**config.mk**
```make
export PLATFORM = sky130hd
export DESIGN_NAME = piso_serial_tx
export DESIGN_NICKNAME = d
export VERILOG_FILES = /design/src/rtl/piso_serial_tx_pkg.sv /design/src/rtl/piso_serial_tx_bit_tick_counter.sv /design/src/rtl/piso_serial_tx.sv
export SDC_FILE = /design/constraint.sdc
export NUM_CORES = 1
export LEC_CHECK = 0
export ABC_AREA = 1
export BUFFER_PORTS_ARGS = -buffer_cell sky130_fd_sc_hd__buf_2
export CAP_MARGIN = 40
export CORE_MARGIN = 2
export CORE_UTILIZATION = 55
export DETAILED_ROUTE_END_ITERATION = 8
export PLACE_DENSITY_LB_ADDON = 0.12
export SETUP_SLACK_MARGIN = 0.15
export SKIP_CTS_REPAIR_TIMING = 1
export SLEW_MARGIN = 10
export SYNTH_ARGS = -nofsm -noshare
export SYNTH_HDL_FRONTEND = slang
export SYNTH_SLANG_ARGS = --single-unit
```
**constraint.sdc**
```tcl
create_clock -name clk -period 2.5 [get_ports clk]
set_input_delay 0.375 -clock clk [delete_from_list [all_inputs] [get_ports clk]]
set_output_delay 0.375 -clock clk [all_outputs]
set_load 0.05 [all_outputs]
```
**src/rtl/piso_serial_tx_pkg.sv**
```systemverilog
// Shared encodings for the serial link: FSM states, idle line level and counter sizing.
package piso_serial_tx_pkg;

  typedef enum logic [1:0] {
    ST_IDLE  = 2'd0,
    ST_START = 2'd1,
    ST_DATA  = 2'd2,
    ST_STOP  = 2'd3
  } state_e;

  localparam logic LINE_IDLE = 1'b1;

  // Counter width for a modulus n, never narrower than one bit.
  function automatic int unsigned cnt_width(input int unsigned n);
    return (n > 1) ? $clog2(n) : 1;
  endfunction

endpackage

```
**src/rtl/piso_serial_tx_bit_tick_counter.sv**
```systemverilog
// Bit-period divider: tick marks the last clock of each DIV-cycle bit period.
module bit_tick_counter
  import piso_serial_tx_pkg::*;
#(
  parameter int unsigned DIV = 4
) (
  input  logic clk,
  input  logic clear,
  input  logic restart,
  output logic tick
);

  localparam int unsigned CW = cnt_width(DIV);
  localparam logic [CW-1:0] LAST = CW'(DIV - 1);

  logic [CW-1:0] count_q, count_d;

  assign tick = (count_q == LAST);

  always_comb begin
    count_d = count_q + 1'b1;
    if (restart || tick) begin
      count_d = '0;
    end
  end

  always_ff @(posedge clk) begin
    if (clear) begin
      count_q <= '0;
    end else begin
      count_q <= count_d;
    end
  end

endmodule

```
**src/rtl/piso_serial_tx.sv**
```systemverilog
// Framed PISO transmitter: start bit, WIDTH data bits LSB-first, stop bit, DIV clocks per bit.
module piso_serial_tx
  import piso_serial_tx_pkg::*;
#(
  parameter int unsigned WIDTH = 8,
  parameter int unsigned DIV   = 4
) (
  input  logic             clk,
  input  logic             clear,
  input  logic [WIDTH-1:0] data_in,
  input  logic             load,
  output logic             ready,
  output logic             tx_out,
  output logic             busy,
  output logic             done
);

  localparam int unsigned BW = cnt_width(WIDTH);
  localparam logic [BW-1:0] LAST_BIT = BW'(WIDTH - 1);

  state_e           state_q, state_d;
  logic [WIDTH-1:0] shift_q, shift_d;
  logic [BW-1:0]    bit_cnt_q, bit_cnt_d;
  logic             tick;
  logic             accept;
  logic             div_restart;

  assign accept      = (state_q == ST_IDLE) && load;
  // Divider is held at zero while idle so every frame starts on a fresh bit period.
  assign div_restart = (state_q == ST_IDLE);

  bit_tick_counter #(
    .DIV(DIV)
  ) u_bit_tick (
    .clk    (clk),
    .clear  (clear),
    .restart(div_restart),
    .tick   (tick)
  );

  always_ff @(posedge clk) begin
    if (clear) begin
      state_q   <= ST_IDLE;
      shift_q   <= '0;
      bit_cnt_q <= '0;
    end else begin
      state_q   <= state_d;
      shift_q   <= shift_d;
      bit_cnt_q <= bit_cnt_d;
    end
  end

  always_comb begin
    state_d = state_q;
    unique case (state_q)
      ST_IDLE:  if (accept) state_d = ST_START;
      ST_START: if (tick) state_d = ST_DATA;
      ST_DATA:  if (tick && (bit_cnt_q == LAST_BIT)) state_d = ST_STOP;
      ST_STOP:  if (tick) state_d = ST_IDLE;
      default:  state_d = ST_IDLE;
    endcase
  end

  // The bit count saturates at the last bit and is only cleared on accept.
  always_comb begin
    shift_d   = shift_q;
    bit_cnt_d = bit_cnt_q;
    if (accept) begin
      shift_d   = data_in;
      bit_cnt_d = '0;
    end else if ((state_q == ST_DATA) && tick) begin
      shift_d = shift_q >> 1;
      if (bit_cnt_q != LAST_BIT) begin
        bit_cnt_d = bit_cnt_q + 1'b1;
      end
    end
  end

  // Outputs decode registered state only; no input reaches an output combinationally.
  always_comb begin
    ready  = 1'b0;
    busy   = 1'b1;
    done   = 1'b0;
    tx_out = LINE_IDLE;
    unique case (state_q)
      ST_IDLE: begin
        ready = 1'b1;
        busy  = 1'b0;
      end
      ST_START: tx_out = 1'b0;
      ST_DATA:  tx_out = shift_q[0];
      ST_STOP:  done = tick;
      default: begin
        ready = 1'b1;
        busy  = 1'b0;
      end
    endcase
  end

endmodule

```
==> metrics.txt, run 1 <==
Hold Path Class input port to register; Vias just over 700; R2R Path Start state_q[0]$_SDFFE_PP0P_; Fin. Hold Viols 0; mapped cell area 816 um2; first-pass GRT wire length approximately 2500 um; Setup violations, final 0; Final ANT Viol Nets 0; total wire length 1480 um; 1st-iter DRT viols 14; post-DR vias/cell between 4 and 5; instance count of the mapped netlist 113; Max VDD drop around 560 uV; CTS tree done; initial antenna violation count 0; period utilization 0.736; Rel. slew slack 0.816; Core Region approximately 1400 um2; Cell variety after synth 19; fin crit period 1.84 ns; hold path endpoint shift_q[7]$_SDFFE_PP0P_; Cell Pwr Density between 900 and 1000 nW/um2; y dimension of the die 42.5 um; Num Clock Sinks 15; Clock Tree Buf Depth 2; global-route total usage across every layer 0.181; PnR worst setup slack 0.659 ns; Root Buffer clkbuf_4; Achievable Freq about 0.54 GHz; RSZ-0062 raised after global routing no; R2R setup slack about 0.96 ns; drt first pass iters 5; Seq/Total Area, Yosys 0.368; Area Overhead vs Synth 12.1%; Arr. time, crit path 1.47 ns; WS Path Type register to output pin; number of global-route vias before repair ~610; Synth top cells by count nand2_1 (28), inv_1 (17), dfxtp_1 (15), nor2_1 (14); hold path start data_in[7]; Starting Density 0.604; startpoint types register; global route total overflow 0; Clock Latency Late Sink between 0.2 and 0.3 ns; Placement Setup Slack a little under 1 ns; final setup TNS 0 ns; EDFF count, synth 0; synthesized netlist net count between 100 and 150; chip width 42.5 um; Die ar. 1810 um2; biggest area consumer among synthesized cells dfxtp_1; GPL Wtd Cong between 0.8 and 0.9; drc violations 0; mean post-synth cell area approximately 7.2 um2; most frequent cell after synthesis nand2_1; crit end category output pin; status completed; share of the synthesized area in the top cell type 0.368; Cell Rows 13; Critical R2R Capture bit_cnt_q[2]$_SDFFE_PP0P_; asr flop ratio synth 0; top cells by area, synth dfxtp_1 (37%), nand2_1 (13%), ha_1 (12%); CTS buffer count 3; max-slew violation count 0; Max-cap violations 0; ys flop type dfxtp_1; fraction of layout cells with a size suffix above 1 0.171; dpl hpwl approximately 1100 um; Syn. warnings 0; final setup skew 0.00111 ns; Port Buffers 14; slew at the pin closest to its max-slew limit between 0.2 and 0.3 ns; R2R depth 7; hold-critical path depth 3; largest net degree at the start of global routing 16; CTS clk-pin slew, worst paths around 0.080 ns; # diodes 0; htree depth 1; WP data required ~2.1 ns; Lkg Pwr around 0.46 nW; WL/cell 10.3 um; #FFs+latches synth 15; Crit Path Max Fanout 6; Nets between 100 and 150; # IOs 15
## final cells by class
class | count | area, um2
repair buffers | 14 | 70.1
flip-flops and latches | 15 | 300
clock buffers | 4 | 26.3
well taps | 15 | 18.8
multi-input cells | 78 | 432
inverters | 18 | 67.6
fillers | 129 | 435
## worst max-delay path, cell delays in order (launching register included)
cell,delay [ns]
dfxtp_1,0.38
inv_1,0.09
ha_1,0.27
o21ai_0,0.17
buf_2,0.28
## stage by stage
step / utilization / hold WS, ns / area [um2] / instances / power [mW]
floorplan: - / 0.398 / 816 / 113 / 0.691
global placement: 0.658 / 0.407 / 888 / 140 / 0.759
detailed placement: 0.658 / 0.429 / 888 / 140 / 0.772
CTS: 0.677 / 0.339 / 915 / 144 / 0.907
global route: 0.677 / 0.347 / 915 / 144 / 0.977
finish: 0.677 / 0.342 / 915 / 144 / 0.898
## where the power goes
part           internal, mW  switching [mW]  leakage (nW)
Clock                0.0618          0.0711        0.0150
Sequential            0.290          0.0311         0.122
Combinational         0.135           0.309         0.322
## kinds of logic (layout without fill, tap and decap cells)
family / after synthesis / in the layout / share of synthesized area
buffers and inverters: 20 / 36 / 0.103
DFF: 15 / 15 / 0.368
and+or+nand+nor: 50 / 50 / 0.265
adders and majority gates: 8 / 8 / 0.123
AOI/OAI and AO/OA: 20 / 20 / 0.141
## metal layers
layer	up-vias	track usage	part of all wire
met3	4	0.0388	0.051
met5	-	0	0
met2	17	0.286	0.45
met4	0	0.0750	0.020
met1	305	0.237	0.48
li1	390	-	-
## cells in the final DEF (no fill, tap or decap), types with 2 or more instances in the layout
master,synthesis,routed
clkbuf_4,0,3
a21oi_1,8,8
dfxtp_1,15,15
o21ai_0,6,6
nand2_1,28,28
o211ai_1,5,5
nor2_1,14,14
inv_1,17,17
buf_2,1,14
nand4_1,2,2
ha_1,8,8
## how the worst max path moves through the flow
stage | start | end | slack (ns) | cells past startpoint
finish | state_q[0]$_SDFFE_PP0P_ | tx_out | 0.66 | 4
global route | state_q[0]$_SDFFE_PP0P_ | tx_out | 0.49 | 4
CTS | state_q[0]$_SDFFE_PP0P_ | tx_out | 0.66 | 4
detailed placement | state_q[0]$_SDFFE_PP0P_ | tx_out | 0.97 | 4
global placement | state_q[0]$_SDFFE_PP0P_ | tx_out | 0.99 | 4
floorplan | state_q[0]$_SDFFE_PP0P_ | tx_out | 0.32 | 3
## state kept, by name, indices dropped and copies added, names as in the netlist
| name | count |
|---|---|
| shift_q | 8 |
| bit_cnt_q | 3 |
| state_q | 2 |
| u_bit_tick.count_q | 2 |
No activity file was read; power rests on OpenSTA's default activity.
==> inputs of run 2 (changes only) <==
- ABC_AREA: 1 -> 0
- CORE_UTILIZATION: 55 -> 51
- clock period: 2.5 -> 1.9 ns (I/O delays scaled with it)
==> run 2 against run 1 <==
  * Via count fell by 11%
  * Largest cell class unchanged
  * Combinational power grew 41%
  * Utilization is 2.8 points lower
  * Synthesized area is 6.9% lower
  * Critical endpoint unchanged
  * Total power rose by 40%
==> metrics.txt, run 2 <==
fraction of layout cells with a size suffix above 1 0.210; Cell Int Power a little under 0.7 mW; Clk network pwr share 0.144; Hold Path Class input port to register; Cell Pwr Density ~1400 nW/um2; Setup violations, final 0; Clock Tree Buf Depth 2; startpoint types register; hold path endpoint shift_q[7]$_SDFFE_PP0P_; Cell Rows 13; FILL cells approximately 120; most frequent cells in the layout dfxtp_1 (15), buf_2 (14), nand2_1 (13); Rel. slew slack 0.689; final setup skew ~0.0067 ns; CTS buffer count 3; Comb pwr share 0.498; GPL Wtd Cong 0.767; Core Region around 1400 um2; Psw ~0.56 mW; Reg with most FFs shift_q; initial antenna violation count 0; number of global-route vias before repair roughly 570; Synth top cells by count dfxtp_1 (15), nand2_1 (13), ha_1 (8), nand3_1 (8); Port Buffers 14; #FFs+latches synth 15; Die ar. between 1500 and 2000 um2; Syn. warnings 0; Nets between 100 and 150; Cell variety after synth 22; total wire length around 1500 um; commonest non-fill, non-tap cell in the layout dfxtp_1; 1st-iter DRT viols 11; mapped cell area around 760 um2; Num Clock Sinks 15; R2R depth 5; biggest regs shift_q (8), bit_cnt_q (3); Reg power frac 0.358; Clock Latency Late Sink ~0.28 ns; Crit Path Max Fanout 12; # diodes 0; drc violations 0; period utilization 0.949; CTS clk-pin slew, worst paths ~0.09 ns; fin util 0.650; top cells by area, synth dfxtp_1 (40%), ha_1 (13%), a311oi_1 (8.1%); hold-critical path depth 3; most frequent cell after synthesis dfxtp_1; max reg flops 8; y dimension of the die roughly 43 um; # IOs 15; fin crit period approximately 1.8 ns; asr flop ratio synth 0; PnR worst setup slack between 0.09 and 0.1 ns; global-route total usage across every layer 0.180; share of the synthesized area in the top cell type 0.395; EDFF count, synth 0; RSZ-0062 raised after global routing yes; R2R setup slack just under 0.3 ns; synthesized netlist net count ~110; Root Buffer clkbuf_4; dpl hpwl roughly 1100 um; Starting Density 0.563; drt first pass iters 5; WP data required ~1.6 ns; Critical R2R Capture state_q[0]$_SDFFE_PP0P_; post-DR vias/cell roughly 5.5; crit end category output pin; slew at the pin closest to its max-slew limit between 0.4 and 0.5 ns; Power Total about 1.3 mW; global route total overflow 0; instance count of the mapped netlist 86; hold path start data_in[7]; final setup TNS 0 ns; WS Path Type register to output pin; R2R Path Start state_q[0]$_SDFFE_PP0P_; htree depth 1; Placement Setup Slack roughly 0.23 ns; Lkg Pwr 0.389 nW; chip width approximately 43 um; mean post-synth cell area 8.83 um2; Fin Hold WS around 0.23 ns; CTS tree done; biggest area consumer among synthesized cells dfxtp_1; max-slew violation count 0; ys flop type dfxtp_1; Max-cap violations 0; largest net degree at the start of global routing 16; Seq/Total Area, Yosys 0.395; Final ANT Viol Nets 0; Fin. Hold Viols 0; Vias 636; Max VDD drop 682 uV; Arr. time, crit path roughly 1.5 ns; sw frac 0.449; Area Overhead vs Synth 15.5%; Achievable Freq approximately 0.55 GHz; first-pass GRT wire length 2490 um; status completed; WL/cell about 13 um
[run 2: cell count changes in the layout (fill, tap and decap cells not counted), sizes merged, moves of 6 or more]
| cell | previous run | this run |
|---|---|---|
| o21ai | 6 | 0 |
| nand2 | 30 | 13 |
| a21oi | 8 | 1 |
| a311oi | 0 | 7 |
| nand3 | 1 | 8 |
| inv | 18 | 5 |
| nor2 | 15 | 7 |
[run 2: kinds of logic after synthesis]
| kind of cell | after synthesis | synth area share |
|---|---|---|
| AND/OR/NAND/NOR | 38 | 0.236 |
| flip-flops | 15 | 0.395 |
| AO/OA/AOI/OAI | 11 | 0.124 |
| buffers and inverters | 9 | 0.0494 |
| adder cells (fa/ha/maj) | 8 | 0.132 |
| multiplexers | 4 | 0.0527 |
| XOR/XNOR | 1 | 0.0115 |
[run 2: stage by stage]
step | cell area [um2] | instances
4_1_cts | 862 | 115
6_report | 877 | 115
2_1_floorplan | 766 | 86
5_1_grt | 877 | 115
3_5_place_dp | 836 | 111
3_3_place_gp | 836 | 111
[run 2: worst max-delay path: stages (launching register included)]
cell and delay [ns]:
dfxtp_1 0.35, inv_1 0.15, ha_4 0.24, mux2i_2 0.21, buf_2 0.28
[run 2: area by class of cell]
cell class | instances | area [um2] | share of cell area
flip-flops and latches | 15 | 300 | 0.342
clock buffers | 4 | 26.3 | 0.0300
repair buffers | 14 | 70.1 | 0.0799
inverters | 5 | 18.8 | 0.0214
well taps | 15 | 18.8 | 0.0214
multi-input cells | 62 | 443 | 0.505
[run 2: layer usage]
metal | wire (um) | GRT usage
met1 | 711 | 0.243
met2 | 673 | 0.280
met4 | 24 | 0.0750
met3 | 48 | 0.0302
met5 | 0 | 0
[run 2: how the worst max path moves through the flow]
stage                                       start      to  depth (start not counted)
after floorplan           state_q[0]$_SDFFE_PP0P_  tx_out                          4
after global placement    state_q[0]$_SDFFE_PP0P_  tx_out                          4
after detailed placement  state_q[0]$_SDFFE_PP0P_  tx_out                          4
after CTS                 state_q[0]$_SDFFE_PP0P_  tx_out                          4
after global routing      state_q[0]$_SDFFE_PP0P_  tx_out                          4
final                     state_q[0]$_SDFFE_PP0P_  tx_out                          4
[run 2: power groups by stage]
| stage | combinational, mW | clock, mW | sequential, mW |
|---|---|---|---|
| final | 0.625 | 0.181 | 0.449 |
| after global routing | 0.681 | 0.199 | 0.459 |
| after CTS | 0.611 | 0.184 | 0.444 |
| after detailed placement | 0.608 | 0 | 0.450 |
| after global placement | 0.599 | 0 | 0.449 |
| after floorplan | 0.505 | 0 | 0.438 |
==> inputs of run 3 (changes only) <==
- PLACE_DENSITY: unset -> 0.75
- PLACE_DENSITY_LB_ADDON: 0.12 -> unset
==> run 3 against run 2 <==
  * Clock skew shrank 0.0038 ns
  * Via count is 1.1% lower
  * Critical path type unchanged
  * Critical path depth is the same
  * Count of clock-buffer cells in the layout shrank 1
  * Largest cell class unchanged
  * Largest power group unchanged
==> metrics.txt, run 3 (synthesis gave the netlist of run 2 again) <==
period utilization 0.879; initial antenna violation count 0; max-slew violation count 0; biggest regs shift_q (8), bit_cnt_q (3); Max VDD drop approximately 810 uV; Achievable Freq 0.599 GHz; Root Buffer clkbuf_4; # diodes 0; WS Path Type register to output pin; Reg power frac 0.356; Fin. Hold Viols 0; Setup violations, final 0; slew at the pin closest to its max-slew limit around 0.44 ns; max reg flops 8; most frequent cells in the layout dfxtp_1 (15), nand2_1 (13), buf_2 (13); total wire length 1450 um; chip width around 43 um; Max-cap violations 0; fraction of layout cells with a size suffix above 1 0.240; # IOs 15; drt first pass iters 4; largest net degree at the start of global routing 16; Core Region ~1400 um2; Rel. slew slack 0.704; WL/cell between 10 and 15 um; fin crit period about 1.7 ns; hold path endpoint shift_q[7]$_SDFFE_PP0P_; Vias about 630; drc violations 0; PnR worst setup slack approximately 0.23 ns; Cell Int Power between 0.7 and 0.8 mW; fin area roughly 900 um2; final setup skew roughly 0.0029 ns; Cell Rows 13; number of global-route vias before repair ~550; GPL Wtd Cong about 0.77; global-route total usage across every layer 0.173; hold path start data_in[7]; Lkg Pwr between 0.3 and 0.4 nW; startpoint types register; Reg with most FFs shift_q; dpl hpwl 1050 um; sw frac 0.453; global route total overflow 0; Area Overhead vs Synth 18.0%; Nets 120; WP data required between 1.5 and 2 ns; post-DR vias/cell 5.47; Hold Path Class input port to register; hold-critical path depth 3; status completed; Crit Path Max Fanout 4; first-pass GRT wire length around 2400 um; Placement Setup Slack 0.255 ns; R2R setup slack between 0.2 and 0.3 ns; Psw approximately 0.58 mW; R2R depth 5; Final ANT Viol Nets 0; htree depth 1; Clock Tree Buf Depth 2; CTS clk-pin slew, worst paths around 0.10 ns; Power Total around 1.3 mW; Clk network pwr share 0.147; placed cells about 110; Clock Latency Late Sink 0.29 ns; R2R Path Start state_q[1]$_SDFFE_PP0P_; Critical R2R Capture state_q[0]$_SDFFE_PP0P_; CTS tree done; Arr. time, crit path 1.39 ns; 1st-iter DRT viols 15; crit end category output pin; commonest non-fill, non-tap cell in the layout dfxtp_1; CTS buffer count 3; RSZ-0062 raised after global routing yes; Num Clock Sinks 15; Cell Pwr Density roughly 1400 nW/um2; Starting Density 0.563; Port Buffers 14; Layout Cells excl Fill around 120; Die ar. 1810 um2; Comb pwr share 0.498; placed cell areas between 800 and 900 um2; y dimension of the die between 40 and 50 um
[run 3: routing by layer]
metal / wire [um] / part of all wire / vias to the layer above / GRT usage
met5: 0 / 0 / - / 0
met3: 76 / 0.053 / 2 / 0.0259
li1: - / - / 332 / -
met4: 15 / 0.010 / 0 / 0.0563
met1: 655 / 0.45 / 278 / 0.243
met2: 700 / 0.48 / 17 / 0.271
[run 3: worst max path at each step]
stage                            start                       to  slack [ns]  cells past startpoint
4_1_cts        state_q[0]$_SDFFE_PP0P_                   tx_out       -0.07                      4
3_5_place_dp   state_q[0]$_SDFFE_PP0P_                   tx_out        0.25                      4
5_1_grt        state_q[1]$_SDFFE_PP0P_  shift_q[1]$_SDFFE_PP0P_        0.12                      5
3_3_place_gp   state_q[0]$_SDFFE_PP0P_                   tx_out        0.27                      4
6_report       state_q[1]$_SDFFE_PP0P_                   tx_out        0.23                      4
2_1_floorplan  state_q[0]$_SDFFE_PP0P_                   tx_out        0.21                      4
[run 3: power by group through the flow]
stage	clock network, mW	registers [mW]	logic (mW)
detailed placement	0	0.453	0.599
finish	0.188	0.457	0.639
global placement	0	0.450	0.589
floorplan	0	0.438	0.505
CTS	0.192	0.445	0.600
global route	0.200	0.468	0.705
[run 3: critical path, stage by stage (launching register included)]
cell and delay [ns]:
dfxtp_1 0.42, inv_1 0.11, ha_1 0.22, mux2i_2 0.14, buf_4 0.22
[run 3: area by class of cell]
type / count / area [um2]
fillers: 124 / 454
inverters: 5 / 18.8
well taps: 15 / 18.8
flip-flops and latches: 15 / 300
clock inverters: 1 / 5.00
multi-input cells: 62 / 458
clock buffers: 3 / 22.5
repair buffers: 14 / 72.6
[run 3: metrics by stage]
stage / util / hold WS [ns] / TNS (ns)
after CTS: 0.639 / 0.226 / -0.0709
after detailed placement: 0.619 / 0.435 / 0
after floorplan: - / 0.357 / 0
after global placement: 0.619 / 0.409 / 0
after global routing: 0.664 / 0.254 / 0
final: 0.664 / 0.224 / 0
